`src/rtl/spi_xfer_ctrl.sv`:
```
// SPI mode-0 master transfer sequencer: chip select, gated SCLK divider, and DATA_W-bit full-duplex shift.
// Define SPI_LSB_FIRST_EN to add the lsb_first port, which selects bit order per transfer.
module spi_xfer_ctrl #(
    parameter int DATA_W   = 8,
    parameter int CLK_DIV  = 5,
    parameter int CS_SETUP = 2,
    parameter int CS_HOLD  = 2
) (
    input  logic              clkin,
    input  logic              reset,
`ifdef SPI_LSB_FIRST_EN
    input  logic              lsb_first,
`endif
    input  logic              start,
    input  logic [DATA_W-1:0] tx_data,
    input  logic              miso,
    output logic              busy,
    output logic              done,
    output logic [DATA_W-1:0] rx_data,
    output logic              sclk,
    output logic              cs_n,
    output logic              mosi
);

    localparam int DIV_W   = (CLK_DIV > 1) ? $clog2(CLK_DIV) : 1;
    localparam int CNT_MAX = (CS_SETUP > CS_HOLD) ? CS_SETUP : CS_HOLD;
    localparam int TCNT_W  = (CNT_MAX > 1) ? $clog2(CNT_MAX) : 1;
    localparam int BIT_W   = $clog2(DATA_W + 1);

    localparam logic [DIV_W-1:0]  DIV_LAST   = DIV_W'(CLK_DIV - 1);
    localparam logic [TCNT_W-1:0] SETUP_LAST = TCNT_W'(CS_SETUP - 1);
    localparam logic [TCNT_W-1:0] HOLD_LAST  = TCNT_W'(CS_HOLD - 1);
    localparam logic [BIT_W-1:0]  BIT_LAST   = BIT_W'(DATA_W - 1);

    typedef enum logic [1:0] {IDLE, SETUP, SHIFT, HOLD} state_t;

    state_t              state_q, state_d;
    logic [DIV_W-1:0]    div_cnt_q, div_cnt_d;
    logic [TCNT_W-1:0]   tcnt_q, tcnt_d;
    logic [BIT_W-1:0]    bit_cnt_q, bit_cnt_d;
    logic [DATA_W-1:0]   tx_q, tx_d;
    logic [DATA_W-1:0]   rx_q, rx_d;
    logic [DATA_W-1:0]   rx_data_q, rx_data_d;
    logic                lsb_q, lsb_d;
    logic                busy_q, busy_d;
    logic                done_q, done_d;
    logic                sclk_q, sclk_d;
    logic                cs_n_q, cs_n_d;
    logic                mosi_q, mosi_d;
    logic                tick;
    logic                lsb_start;
    logic [DATA_W-1:0]   tx_shift;
    logic [DATA_W-1:0]   rx_shift;

`ifdef SPI_LSB_FIRST_EN
    assign lsb_start = lsb_first;
`else
    assign lsb_start = 1'b0;
`endif

    // The divider only runs while a transfer is in flight, so SETUP starts a full tick after acceptance.
    assign tick = (state_q != IDLE) && (div_cnt_q == DIV_LAST);

    always_comb begin
        div_cnt_d = div_cnt_q;
        if (state_q == IDLE || tick) begin
            div_cnt_d = '0;
        end else begin
            div_cnt_d = div_cnt_q + DIV_W'(1);
        end
    end

    always_comb begin
        tx_shift = lsb_q ? (tx_q >> 1) : (tx_q << 1);
        rx_shift = lsb_q ? ((rx_q >> 1) | (DATA_W'(miso) << (DATA_W - 1)))
                         : ((rx_q << 1) | DATA_W'(miso));
    end

    always_comb begin
        state_d   = state_q;
        tcnt_d    = tcnt_q;
        bit_cnt_d = bit_cnt_q;
        tx_d      = tx_q;
        rx_d      = rx_q;
        rx_data_d = rx_data_q;
        lsb_d     = lsb_q;
        busy_d    = busy_q;
        done_d    = 1'b0;
        sclk_d    = sclk_q;
        cs_n_d    = cs_n_q;
        mosi_d    = mosi_q;
        case (state_q)
            IDLE: begin
                if (start) begin
                    state_d   = SETUP;
                    tcnt_d    = '0;
                    bit_cnt_d = '0;
                    tx_d      = tx_data;
                    rx_d      = '0;
                    lsb_d     = lsb_start;
                    mosi_d    = lsb_start ? tx_data[0] : tx_data[DATA_W-1];
                    cs_n_d    = 1'b0;
                    busy_d    = 1'b1;
                end
            end
            SETUP: begin
                if (tick) begin
                    if (tcnt_q == SETUP_LAST) begin
                        tcnt_d  = '0;
                        state_d = SHIFT;
                    end else begin
                        tcnt_d = tcnt_q + TCNT_W'(1);
                    end
                end
            end
            SHIFT: begin
                // Sample on the rising toggle, launch the next bit on the falling toggle.
                if (tick) begin
                    sclk_d = ~sclk_q;
                    if (!sclk_q) begin
                        rx_d = rx_shift;
                    end else begin
                        tx_d      = tx_shift;
                        mosi_d    = lsb_q ? tx_shift[0] : tx_shift[DATA_W-1];
                        bit_cnt_d = bit_cnt_q + BIT_W'(1);
                        if (bit_cnt_q == BIT_LAST) begin
                            state_d = HOLD;
                        end
                    end
                end
            end
            HOLD: begin
                if (tick) begin
                    if (tcnt_q == HOLD_LAST) begin
                        tcnt_d    = '0;
                        state_d   = IDLE;
                        cs_n_d    = 1'b1;
                        rx_data_d = rx_q;
                        done_d    = 1'b1;
                        busy_d    = 1'b0;
                        mosi_d    = 1'b0;
                    end else begin
                        tcnt_d = tcnt_q + TCNT_W'(1);
                    end
                end
            end
            default: state_d = IDLE;
        endcase
    end

    always_ff @(posedge clkin or posedge reset) begin
        if (reset) begin
            state_q   <= IDLE;
            div_cnt_q <= '0;
            tcnt_q    <= '0;
            bit_cnt_q <= '0;
            tx_q      <= '0;
            rx_q      <= '0;
            rx_data_q <= '0;
            lsb_q     <= 1'b0;
            busy_q    <= 1'b0;
            done_q    <= 1'b0;
            sclk_q    <= 1'b0;
            cs_n_q    <= 1'b1;
            mosi_q    <= 1'b0;
        end else begin
            state_q   <= state_d;
            div_cnt_q <= div_cnt_d;
            tcnt_q    <= tcnt_d;
            bit_cnt_q <= bit_cnt_d;
            tx_q      <= tx_d;
            rx_q      <= rx_d;
            rx_data_q <= rx_data_d;
            lsb_q     <= lsb_d;
            busy_q    <= busy_d;
            done_q    <= done_d;
            sclk_q    <= sclk_d;
            cs_n_q    <= cs_n_d;
            mosi_q    <= mosi_d;
        end
    end

    assign busy    = busy_q;
    assign done    = done_q;
    assign rx_data = rx_data_q;
    assign sclk    = sclk_q;
    assign cs_n    = cs_n_q;
    assign mosi    = mosi_q;

endmodule

```
`config.mk`:
```
export PLATFORM = sky130hd
export DESIGN_NAME = spi_xfer_ctrl
export DESIGN_NICKNAME = d
export VERILOG_FILES = /design/src/rtl/spi_xfer_ctrl.sv
export SDC_FILE = /design/constraint.sdc
export NUM_CORES = 1
export LEC_CHECK = 0
export CELL_PAD_IN_SITES_DETAIL_PLACEMENT = 0
export CELL_PAD_IN_SITES_GLOBAL_PLACEMENT = 1
export CORE_MARGIN = 2
export CORE_UTILIZATION = 40
export CTS_CLUSTER_SIZE = 25
export DETAILED_ROUTE_END_ITERATION = 6
export GPL_TIMING_DRIVEN = 0
export PLACE_DENSITY_LB_ADDON = 0.1
export SLEW_MARGIN = 30
export SYNTH_ARGS = -nofsm -noshare
export SYNTH_HDL_FRONTEND = slang
export SYNTH_SLANG_ARGS = --single-unit
```
`constraint.sdc`:
```
create_clock -name clkin -period 3.79 [get_ports clkin]
set_input_delay 0.5685 -clock clkin [delete_from_list [all_inputs] [get_ports clkin]]
set_output_delay 0.5685 -clock clkin [all_outputs]
set_load 0.01 [all_outputs]
```
[After elaboration in Yosys (flattened, before gate mapping)]
Index checks and enable logic that the tools add are counted.
Word-level totals
  input port bits: 12
  flip-flop bits (word level): 38
  output and inout bits: 13
Operators by class
  mux-type cells: 40
  reductions and logical operators: 17
  bitwise operators: 2
  $add $sub $neg: 3
  equal/unequal tests: 15
Operators with widths (count)
  $mux W8: 3
  $mux W7: 3
  $ne A2 B2 Y1 const B: 9
  $mux W2: 8
  $pmux W8 S2: 1
  $mux W1: 14
  $pmux W7 S2: 1
  $mux W4: 3
  $reduce_and A4 Y1: 3
  $or A8 B1 Y8: 1
  $pmux W2 S4: 1
  $pmux W4 S2: 1
  $reduce_and A8 Y1: 1
  $reduce_bool A2 Y1: 4
  $pmux W1 S2: 3
  $reduce_and A3 Y1: 2
  $reduce_and A6 Y1: 1
  $add A4 B1 Y4 const B: 1
  $eq A2 B2 Y1 const B: 2
  $eq A4 B3 Y1 const B: 1
  $add A3 B1 Y3 const B: 1
  $eq A3 B3 Y1 const B: 1
  $mux W3: 1
  $pmux W1 S3: 1
  other kinds (10): 10

[Depth between registers and ports, before layout]
Gate-level depths: netlist of run 1.
  depth after elaboration: 5
  gate-level depth with buffers: 8
  gate-level depth less buffers: 6

[Worst setup path after synthesis of run 1]
OpenSTA, ideal clock, no wires.
  path type: flip-flop to flip-flop
  start: reg state_q[0]
  end: reg rx_q[4]
  required time: 3.670 ns
  cell stages (with the launch flop): 9
  arrival time: 1.574 ns
  setup slack: 2.096 ns
  clock period less this slack: 1.694 ns
  path through: dfrtp_1 -> inv_1 -> ha_1 -> buf_4 -> nand4b_4 -> o22ai_4 -> buf_6 -> nor2_1 -> a31o_1
On the way
  longest elaborated chain between the ends: 4
  elaborated cells on any way between the ends: 10
Ends and longest elaborated chain
  start: declaration: RTL line 37  | state_t state_q, state_d;
  start signal: assignment: RTL line 167  | state_q <= state_d;
  $reduce_bool A2 Y1: RTL line 62  | assign tick = (state_q != IDLE) && (div_cnt_q == DIV_LAST);
  $logic_and A1 B1 Y1: RTL line 62
  $ne A2 B2 Y1 (no line)
  $reduce_and A4 Y1 (no line)
  end signal: assignment: RTL line 172  | rx_q <= rx_d;
  end: declaration: RTL line 42  | logic [DATA_W-1:0] rx_q, rx_d;
Several ways; a longest one is shown, not always the timed one.
A chain may end at the register's enable or synchronous reset.

[Worst setup path in the final report of run 1]
  start: reg sclk_q (netlist: sclk)
  end: out sclk
RTL lines
  start: declaration: RTL line 47  | logic sclk_q, sclk_d;
  start signal: assignment: RTL line 177  | sclk_q <= sclk_d;
  end: declaration: RTL line 20  | output logic sclk,
No word-level cell between the ends.

==> metrics.csv, run 1 <==
metric;value;unit
status;finished clean;
netlist_instances;180;
via_count_of_the_routed_design;1298;
timing.critical_path.required;3.22;ns
drc_errors;0;
yosysMostFrequentCell;dfrtp_1;
grt_max_degree;27;
cts_tree;done;
post_cts_resized;0;
power_per_cell_area;674.9;nW/um2
cts.sink_count;38;
cts_made_buffers;5;
initial_core_util;41.95;%
yosys_most_used_dff;dfrtp_1;
detailedPlacementHpwl;2530;um
async_reset_ff_share;100.0;%
area.growth.synth_to_final;22.70;%
synth_enable_flop_cells;0;
overflow;0;
worst_path_largest_cell_delay;0.59;ns
grt_first_pass_wirelength;6134;um
post_cts_hold_buffer_count;0;
ys_types;37;
cpMaxStageDelayCell;clkdlybuf4s50_1;
clk_latency;0.29;ns
grt.total_usage;15.24;%
area_of_the_multi_input_gates;783.3;um2
synth_area_leaders;dfrtp_1 50%, o21ai_1 5.9%, ha_1 5.4%, nand2_1 4.3%, mux2i_1 3.8%;
clk_root_buffer_cell;clkbuf_8;
first_global_vias;1372;
synth_area_leader_cell;dfrtp_1;
max-cap-violations;0;
area_share_of_the_largest_cell_type_after_synthesis;50.00;%
postLayoutCellArea;2272;um2
clock_tree.buffer_depth;2;
criticalPathCategory;flop to output port;
floorplan.io_pins;25;
skew;0.004869;ns
first_drt_iteration_drcs;61;
fin_crit;1.935;ns
worstHoldPathType;flop to flop;
syn-mean-instance-area;10.29;um2
layout_worst_path_cycle_share;51.04;%
synth-xor-area-share;0.4730;%
die_w;72.04;um
core-area;4414;um2
sum_of_internal_switching_and_leakage_power;1.533;mW
largest_family_of_logic_cells_by_synthesized_area;simple AND/OR/NAND/NOR gates;
tightestPinTransition;0.3684;ns
synth_adder_area_share;5.405;%
report.final.hold_viol_count;0;
h_tree_level_count;2;
crit_arrival;1.37;ns
yosys.area_share.simple;16.01;%
fin_cells;265;
place_congestion;0.7612;
worst-path-buf-inv;1;
leakage;1.030;nW
final-seq-area;952.2;um2
yosys_warnings;0;
route.detailed.wl_per_inst;12.86;um
die_area;5190;um2
placed_cell_area;2177;um2
worst_setup_hold_path_clk_slew;0.08;ns
port-buffer-count;24;
cp-end-kind;output port;
ir_drop;0.3335;mV
grt_antenna_before_repair;0;
path_cells;clkdlybuf4s50_1;
timing.max_slew.rel_slack;75.44;%
rsz_0062_raised_after_global_routing;no;
nets_final;232;
critical_path.startpoint_type;flop;
post_route_setup_tns;0;ns
place_inst;257;
max_transition_viols_final;0;
vias_per_cell;4.898;
hold_slack;0.4932;ns
syn_area;1852;um2
ys_ff_latch;38;
worst-path-max-fanout;6;
synth-seq-area-share;51.42;%
utilization;51.47;%
post_cts.repair.setup_buffers;0;
drive_above_1_share;12.68;%
place_worst_setup_slack;1.747;ns
floorplan.rows;24;
final-setup-viol-count;0;
detail_route.first_pass.iterations;4;
finalWorstSetupSlack;1.856;ns
fmax;516.9;MHz
num-fill-cells;408;
synth_compound_gate_area_share;14.59;%
antenna-diode-count;0;
ant_nets;0;
finalWirelength;3407;um
die_y;72.04;um
synthMuxAreaShare;5.811;%
path_delay_family;buffers and inverters;
syn_nets;200;
synth_top_cells_by_count;37 x dfrtp_1, 22 x o21ai_1, 21 x nand2_1;
==> sequential cells by signal (all words and copies together), names as in the netlist <==
name,flops
state_q,2
bit_cnt_q,4
busy,1
cs_n,1
div_cnt_q,3
rx_data,8
mosi,1
rx_q,8
tx_q,7
tcnt_q,1
done,1
sclk,1
==> cell usage in the layout, fill, tap and decap left out, types with 2 or more instances in the layout <==
cell type        Yosys  layout
clkbuf_8             0       6
nor3_1               2       2
a31o_1               7       7
o21ai_1             22      22
a21oi_1              5       5
dfrtp_1             37      37
nor2_1              17      17
ha_1                 8       8
a22o_1               2       2
buf_2                3       3
and2_1               2       2
buf_6                2       2
inv_1               18      17
nand2_1             21      21
nor2b_1              2       2
mux2i_1              7       7
clkdlybuf4s50_1      0      24
nand3_1              4       4
==> worst register-to-register path, stage by stage (launching register included) <==
cell and delay, ns:
dfrtp_1 0.44, inv_1 0.15, ha_1 0.19, buf_4 0.19, nand4b_4 0.16, o22ai_4 0.28
buf_6 0.19, nor2_1 0.05, a31o_1 0.17
==> cell families after synthesis <==
family          count (synthesis)
compound gates                 42
mux                            10
simple gates                   56
flops                          38
buf+inv                        25
fa+ha+maj                       8
xor+xnor                        1
==> layer usage <==
layer | up-vias | GRT usage, % | wire [um] | share of wire (%)
met4 | 0 | 6.918 | 57 | 1.7
li1 | 667 | - | - | -
met1 | 605 | 19.08 | 1632 | 48
met5 | - | 0 | 0 | 0
met2 | 21 | 25.51 | 1598 | 47
met3 | 5 | 3.056 | 119 | 3.5
==> where the power goes <==
part	internal [mW]	switching, mW	total, mW
Sequential	0.511	0.0823	0.594
Clock	0.146	0.144	0.290
Combinational	0.315	0.335	0.650
==> area by class of cell <==
class	count	area share, %
buffer	7	2.148
clock buffer	6	3.634
clock inverter	2	0.5507
inverter	18	2.974
multi-input combinational	117	34.47
sequential	38	41.91
tap	52	2.863
timing repair buffer	25	11.45
==> final timing paths <==
check                                        from                     end  slack [ns]  cells past startpoint
max                              sclk$_DFFE_PP0P_                    sclk        1.86                      1
min                        rx_data[5]$_DFFE_PP0P_  rx_data[5]$_DFFE_PP0P_        0.49                      2
max reg2reg                state_q[0]$_DFFE_PP0P_     rx_q[4]$_DFFE_PP0P_        1.87                      8
min reg2reg                rx_data[5]$_DFFE_PP0P_  rx_data[5]$_DFFE_PP0P_        0.49                      2
max in group asynchronous                   reset        cs_n$_DFFE_PP1P_        2.74                      3
min in group asynchronous                   reset     tx_q[0]$_DFFE_PP0P_        0.54                      2
Power figures use the tool's default switching activity.
==> run 2, diff against run 1 <==
- clock period: 3.79 -> 2 ns (I/O delays scaled with it)
==> run 2 against run 1 <==
Power is 93% higher. Cell area rose by 1.3%. Final cell count rose by 0.75%. Critical path type is now flop to flop.
==> metrics.csv, run 2 (synthesis gave the netlist of run 1 again) <==
metric;value;unit;change
r2r_slack;0.13;ns;-1.74 ns
cpMaxStageDelayCell;dfrtp_1;;
utilization;52.15;%;+0.68 points
route.detailed.wl_per_inst;12.87;um;+0.12%
mostFrequentLayoutCells;37 x dfrtp_1, 24 x clkdlybuf4s50_1, 22 x o21ai_1, 21 x nand2_1;;
fin_crit;1.868;ns;
worst-path-max-fanout;10;;+4
detail_route.first_pass.iterations;4;;unchanged
layout_commonest_cell;dfrtp_1;;
first_drt_iteration_drcs;42;;-31%
worst_path_largest_cell_delay;0.44;ns;-0.15 ns
crit_arrival;2.04;ns;+0.67 ns
worst_setup_hold_path_clk_slew;0.07;ns;about the same
report.final.hold_viol_count;0;;unchanged
final-setup-viol-count;0;;unchanged
max_transition_viols_final;0;;unchanged
critical_path.startpoint_type;flop;;
floorplan.rows;24;;unchanged
first_global_vias;1372;;unchanged
die_y;72.04;um;unchanged
path_cells;inv_1 -> ha_1 -> buf_4 -> nand4b_4 -> o22a_2 -> buf_6 -> nand2_1 -> o21ai_1;;
num-fill-cells;407;;-0.25%
finalWirelength;3437;um;+0.88%
drc_errors;0;;unchanged
ant_nets;0;;unchanged
grt_first_pass_wirelength;6134;um;unchanged
h_tree_level_count;2;;unchanged
post_cts_hold_buffer_count;0;;unchanged
clk_root_buffer_cell;clkbuf_8;;
overflow;0;;unchanged
die_area;5190;um2;unchanged
fmax;535.4;MHz;
drive_above_1_share;13.95;%;+1.3 points
detailedPlacementHpwl;2530;um;unchanged
max-cap-violations;0;;unchanged
place_congestion;0.7612;;unchanged
finalWorstSetupSlack;0.1324;ns;-1.723 ns
floorplan.io_pins;25;;unchanged
clock_tree.buffer_depth;2;;unchanged
status;finished clean;;
criticalPathCategory;flop to flop;;
leakage;1.043;nW;+1.2%
grt_max_degree;27;;unchanged
skew;0.005333;ns;+0.0004645 ns
worstHoldPathType;input port to async pin;;
clk_latency;0.29;ns;about the same
vias_per_cell;4.895;;about the same
power_per_cell_area;1285;nW/um2;+90%
core-area;4414;um2;unchanged
fin_cells;267;;+0.75%
port-buffer-count;24;;unchanged
place_worst_setup_slack;0.07698;ns;-1.670 ns
path_delay_family;buffers and inverters;;
place_inst;257;;unchanged
grt.total_usage;15.24;%;unchanged
tightestPinTransition;0.3725;ns;+0.004078 ns
ir_drop;0.6371;mV;+91%
antenna-diode-count;0;;unchanged
cts.sink_count;38;;unchanged
timing.max_slew.rel_slack;75.17;%;-0.27 points
grt_antenna_before_repair;0;;unchanged
timing.critical_path.required;2.18;ns;-1.04 ns
area_of_the_multi_input_gates;785.8;um2;+0.32%
cp-end-kind;flop;;
final-seq-area;952.2;um2;unchanged
worst-path-buf-inv;3;;+2
area.growth.synth_to_final;24.32;%;
die_w;72.04;um;unchanged
via_count_of_the_routed_design;1307;;+0.69%
initial_core_util;41.95;%;unchanged
cts_made_buffers;5;;unchanged
cts_tree;done;;
hold_slack;0.2762;ns;-0.2170 ns
nets_final;234;;+0.86%
layout_worst_path_cycle_share;93.38;%;
post_route_setup_tns;0;ns;unchanged
-- run 2: cell types whose count changed in the layout (fill, tap and decap cells not counted), sizes merged --
cell	before	now
buf	7	9
-- run 2: what timing repair did --
item	CTS	global route
gates resized for setup	0	1
setup endpoints to repair	0	4
buffers inserted	0	2
-- run 2: path summary, 6_finish.rpt --
path	startpoint	end	cells past startpoint
max	state_q[0]$_DFFE_PP0P_	tx_q[6]$_DFFE_PP0P_	8
min	reset	tx_q[0]$_DFFE_PP0P_	2
max reg2reg	state_q[0]$_DFFE_PP0P_	tx_q[6]$_DFFE_PP0P_	8
min reg2reg	rx_data[5]$_DFFE_PP0P_	rx_data[5]$_DFFE_PP0P_	2
max in group asynchronous	reset	cs_n$_DFFE_PP1P_	3
min in group clkin	rx_data[5]$_DFFE_PP0P_	rx_data[5]$_DFFE_PP0P_	2
-- run 2: stage by stage --
step,instance area (um2),power [mW]
floorplan,1852,2.053
global placement,2157,2.339
detailed placement,2177,2.389
CTS,2272,2.953
global route,2302,3.204
finish,2302,2.959
-- run 2: worst register-to-register path, stage by stage (launching register included) --
cell	delay (ns)
dfrtp_1	0.44
inv_1	0.16
ha_1	0.19
buf_4	0.19
nand4b_4	0.16
o22a_2	0.33
buf_6	0.17
nand2_1	0.06
o21ai_1	0.06
-- run 2: final cells by class --
| cell class | instances | share of cell area [%] |
|---|---|---|
| inverters | 18 | 2.935 |
| plain buffers | 7 | 2.120 |
| repair buffers | 27 | 12.50 |
| well taps | 52 | 2.826 |
| clock inverters | 2 | 0.5435 |
| flip-flops and latches | 38 | 41.36 |
| clock buffers | 6 | 3.587 |
| multi-input cells | 117 | 34.13 |
-- run 2: layer usage --
layer	wire, um	vias up	global-route usage [%]
met4	57	0	6.918
met3	118	5	3.056
met1	1637	608	19.08
met5	0	-	0
li1	-	673	-
met2	1623	21	25.51
-- run 2: report_power, final --
group | internal [mW] | switching [mW]
Sequential | 0.969 | 0.156
Clock | 0.277 | 0.273
Combinational | 0.635 | 0.649
==> run 3, diff against run 2 <==
- CORE_UTILIZATION: 40 -> 45
- DONT_BUFFER_PORTS: unset -> 1
==> run 3 against run 2 <==
Global-route usage increased by 1.8 points. Worst setup slack improved by 0.020 ns. Critical endpoint is now rx_q[4]$_DFFE_PP0P_. Die area decreased by 11%. Highest routed layer unchanged. Cell area decreased by 10%.
==> metrics.csv, run 3 (synthesis gave the netlist of run 1 again) <==
metric;value;unit;change
status;finished clean;;
overflow;0;;unchanged
num-fill-cells;379;;-6.9%
route.detailed.wl_per_inst;13.96;um;+8.4%
gr-usage-met2;27.55;%;+2.0 points
area.growth.synth_to_final;11.28;%;
worst-path-max-fanout;10;;unchanged
clock_tree.buffer_depth;2;;unchanged
mostFrequentLayoutCells;37 x dfrtp_1, 22 x o21ai_1, 21 x nand2_1, 17 x inv_1, 17 x nor2_1;;
clk_latency;0.30;ns;about the same
crit_arrival;2.04;ns;about the same
finalWirelength;3350;um;-2.5%
grt_first_pass_wirelength;5685;um;-7.3%
grt_util_met3;4.934;%;+1.9 points
worstHoldPathType;input port to flop;;
fmax;541.3;MHz;+1.1%
cts.sink_count;38;;unchanged
initial_core_util;46.63;%;+4.7 points
nets_final;209;;-11%
fin_crit;1.847;ns;-0.02021 ns
hold_end;tx_q[0]$_DFFE_PP0P_;;
port-buffer-count;0;;-100%
timing.reg2reg.worst_path_depth;8;;unchanged
first_drt_iteration_drcs;61;;+45%
floorplan.io_pins;25;;unchanged
cts_tree;done;;
max_transition_viols_final;0;;unchanged
cp-end-kind;flop;;
floorplan.rows;23;;-4.2%
antenna-diode-count;0;;unchanged
crit-reg2reg-capture;rx_q[4]$_DFFE_PP0P_;;
post_cts.repair.setup_buffers;0;;unchanged
clk_root_buffer_cell;clkbuf_8;;
criticalPathCategory;flop to flop;;
die_w;68.15;um;-5.4%
die_y;68.15;um;-5.4%
drc_errors;0;;unchanged
cts_made_buffers;5;;unchanged
grt_max_degree;25;;-7.4%
r2r_slack;0.15;ns;+0.02 ns
leakage;0.9496;nW;-8.9%
ant_nets;0;;unchanged
first_global_vias;1259;;-8.2%
area_of_the_multi_input_gates;793.3;um2;+0.96%
grt_busiest_layer;met2;;
timing.critical_path.required;2.19;ns;about the same
ir_drop;0.8588;mV;+35%
vias_per_cell;5.150;;+5.2%
skew;0.008716;ns;+0.003383 ns
power_per_cell_area;1376;nW/um2;+7.0%
worst_setup_hold_path_clk_slew;0.08;ns;about the same
via_count_of_the_routed_design;1236;;-5.4%
min_path_cells;2;;
detail_route.first_pass.iterations;3;;-1
layout_commonest_cell;dfrtp_1;;
drive_above_1_share;14.74;%;+0.78 points
h_tree_level_count;2;;unchanged
utilization;51.89;%;-0.26 points
post_route_setup_tns;0;ns;unchanged
detailedPlacementHpwl;2460;um;-2.7%
report.final.hold_viol_count;0;;unchanged
final-setup-viol-count;0;;unchanged
grt.total_usage;17.07;%;+1.8 points
hold_start;tx_data[0];;
place_congestion;0.7081;;-7.0%
groute.layer.met1.usage;20.88;%;+1.8 points
layout_worst_path_cycle_share;92.37;%;-1.0 points
final-seq-area;952.2;um2;unchanged
grt_antenna_before_repair;0;;unchanged
core-area;3971;um2;-10%
max-cap-violations;0;;unchanged
r2r-start;state_q[0]$_DFFE_PP0P_;;
tightestPinTransition;0.3699;ns;-0.002601 ns
die_area;4644;um2;-11%
critical_path.startpoint_type;flop;;
timing.max_slew.rel_slack;75.30;%;+0.14 points
==> run 3: cell count changes in the layout (fill, tap and decap cells not counted) <==
cell,change
buf_16,+1
dlygate4sd3_1,+1
o22a_4,+1
buf_6,+1
buf_12,-2
buf_4,-2
clkdlybuf4s50_1,-24
o22a_2,-1
==> run 3: worst max path at each step <==
stage | startpoint | endpoint | slack [ns] | depth (start not counted)
3_3_place_gp | state_q[0]$_DFFE_PP0P_ | rx_q[4]$_DFFE_PP0P_ | 0.12 | 8
5_1_grt | state_q[0]$_DFFE_PP0P_ | rx_q[4]$_DFFE_PP0P_ | -0.02 | 8
6_report | state_q[0]$_DFFE_PP0P_ | rx_q[4]$_DFFE_PP0P_ | 0.15 | 8
4_1_cts | state_q[0]$_DFFE_PP0P_ | rx_q[4]$_DFFE_PP0P_ | 0.09 | 8
3_5_place_dp | state_q[0]$_DFFE_PP0P_ | rx_q[4]$_DFFE_PP0P_ | 0.1 | 8
2_1_floorplan | state_q[0]$_DFFE_PP0P_ | rx_q[4]$_DFFE_PP0P_ | 0.31 | 8
==> run 3: repair_timing <==
| action | CTS | global route |
|---|---|---|
| hold endpoints to repair | 13 | 0 |
| endpoints found under the setup margin | 0 | 4 |
| hold buffers | 1 | 0 |
| resized for setup | 0 | 3 |
==> run 3: layout make-up <==
cell class	count	share of cell area [%]
Inverter	18	3.279
Clock inverter	2	0.6072
Clock buffer	6	4.007
Buffer	7	2.550
Sequential cell	38	46.21
Tap cell	50	3.036
Multi-Input combinational cell	117	38.49
Timing Repair Buffer	2	1.821
==> run 3: worst max-delay path: stages (launching register included) <==
cell and delay [ns]:
dfrtp_1 0.42, inv_1 0.15, ha_1 0.21, buf_6 0.17, nand4b_4 0.16, o22ai_4 0.24, buf_6 0.18, nor2_1 0.05
a31o_1 0.17
==> run 3: layer usage <==
metal	part of all wire, %	up-vias
met5	0	-
met4	2.0	0
met1	46	589
met2	48	16
li1	-	624
met3	3.3	7
==> run 3: through the flow <==
step                      worst slack (ns)  cells  area (um2)  hold slack (ns)  power [mW]
after floorplan                     0.3064    180        1852           0.4403       2.053
after global placement              0.1244    230        1914           0.4481       2.241
after detailed placement           0.09941    231        1942           0.1861       2.292
after CTS                          0.09331    240        2047           0.1356       2.858
after global routing              -0.01720    240        2061           0.1420       3.079
final                               0.1526    240        2061           0.1505       2.835
==> run 3: report_power, final <==
group	switching, mW	internal, mW	leakage, nW
Combinational	0.599	0.532	0.405
Clock	0.278	0.277	0.0472
Sequential	0.179	0.970	0.497
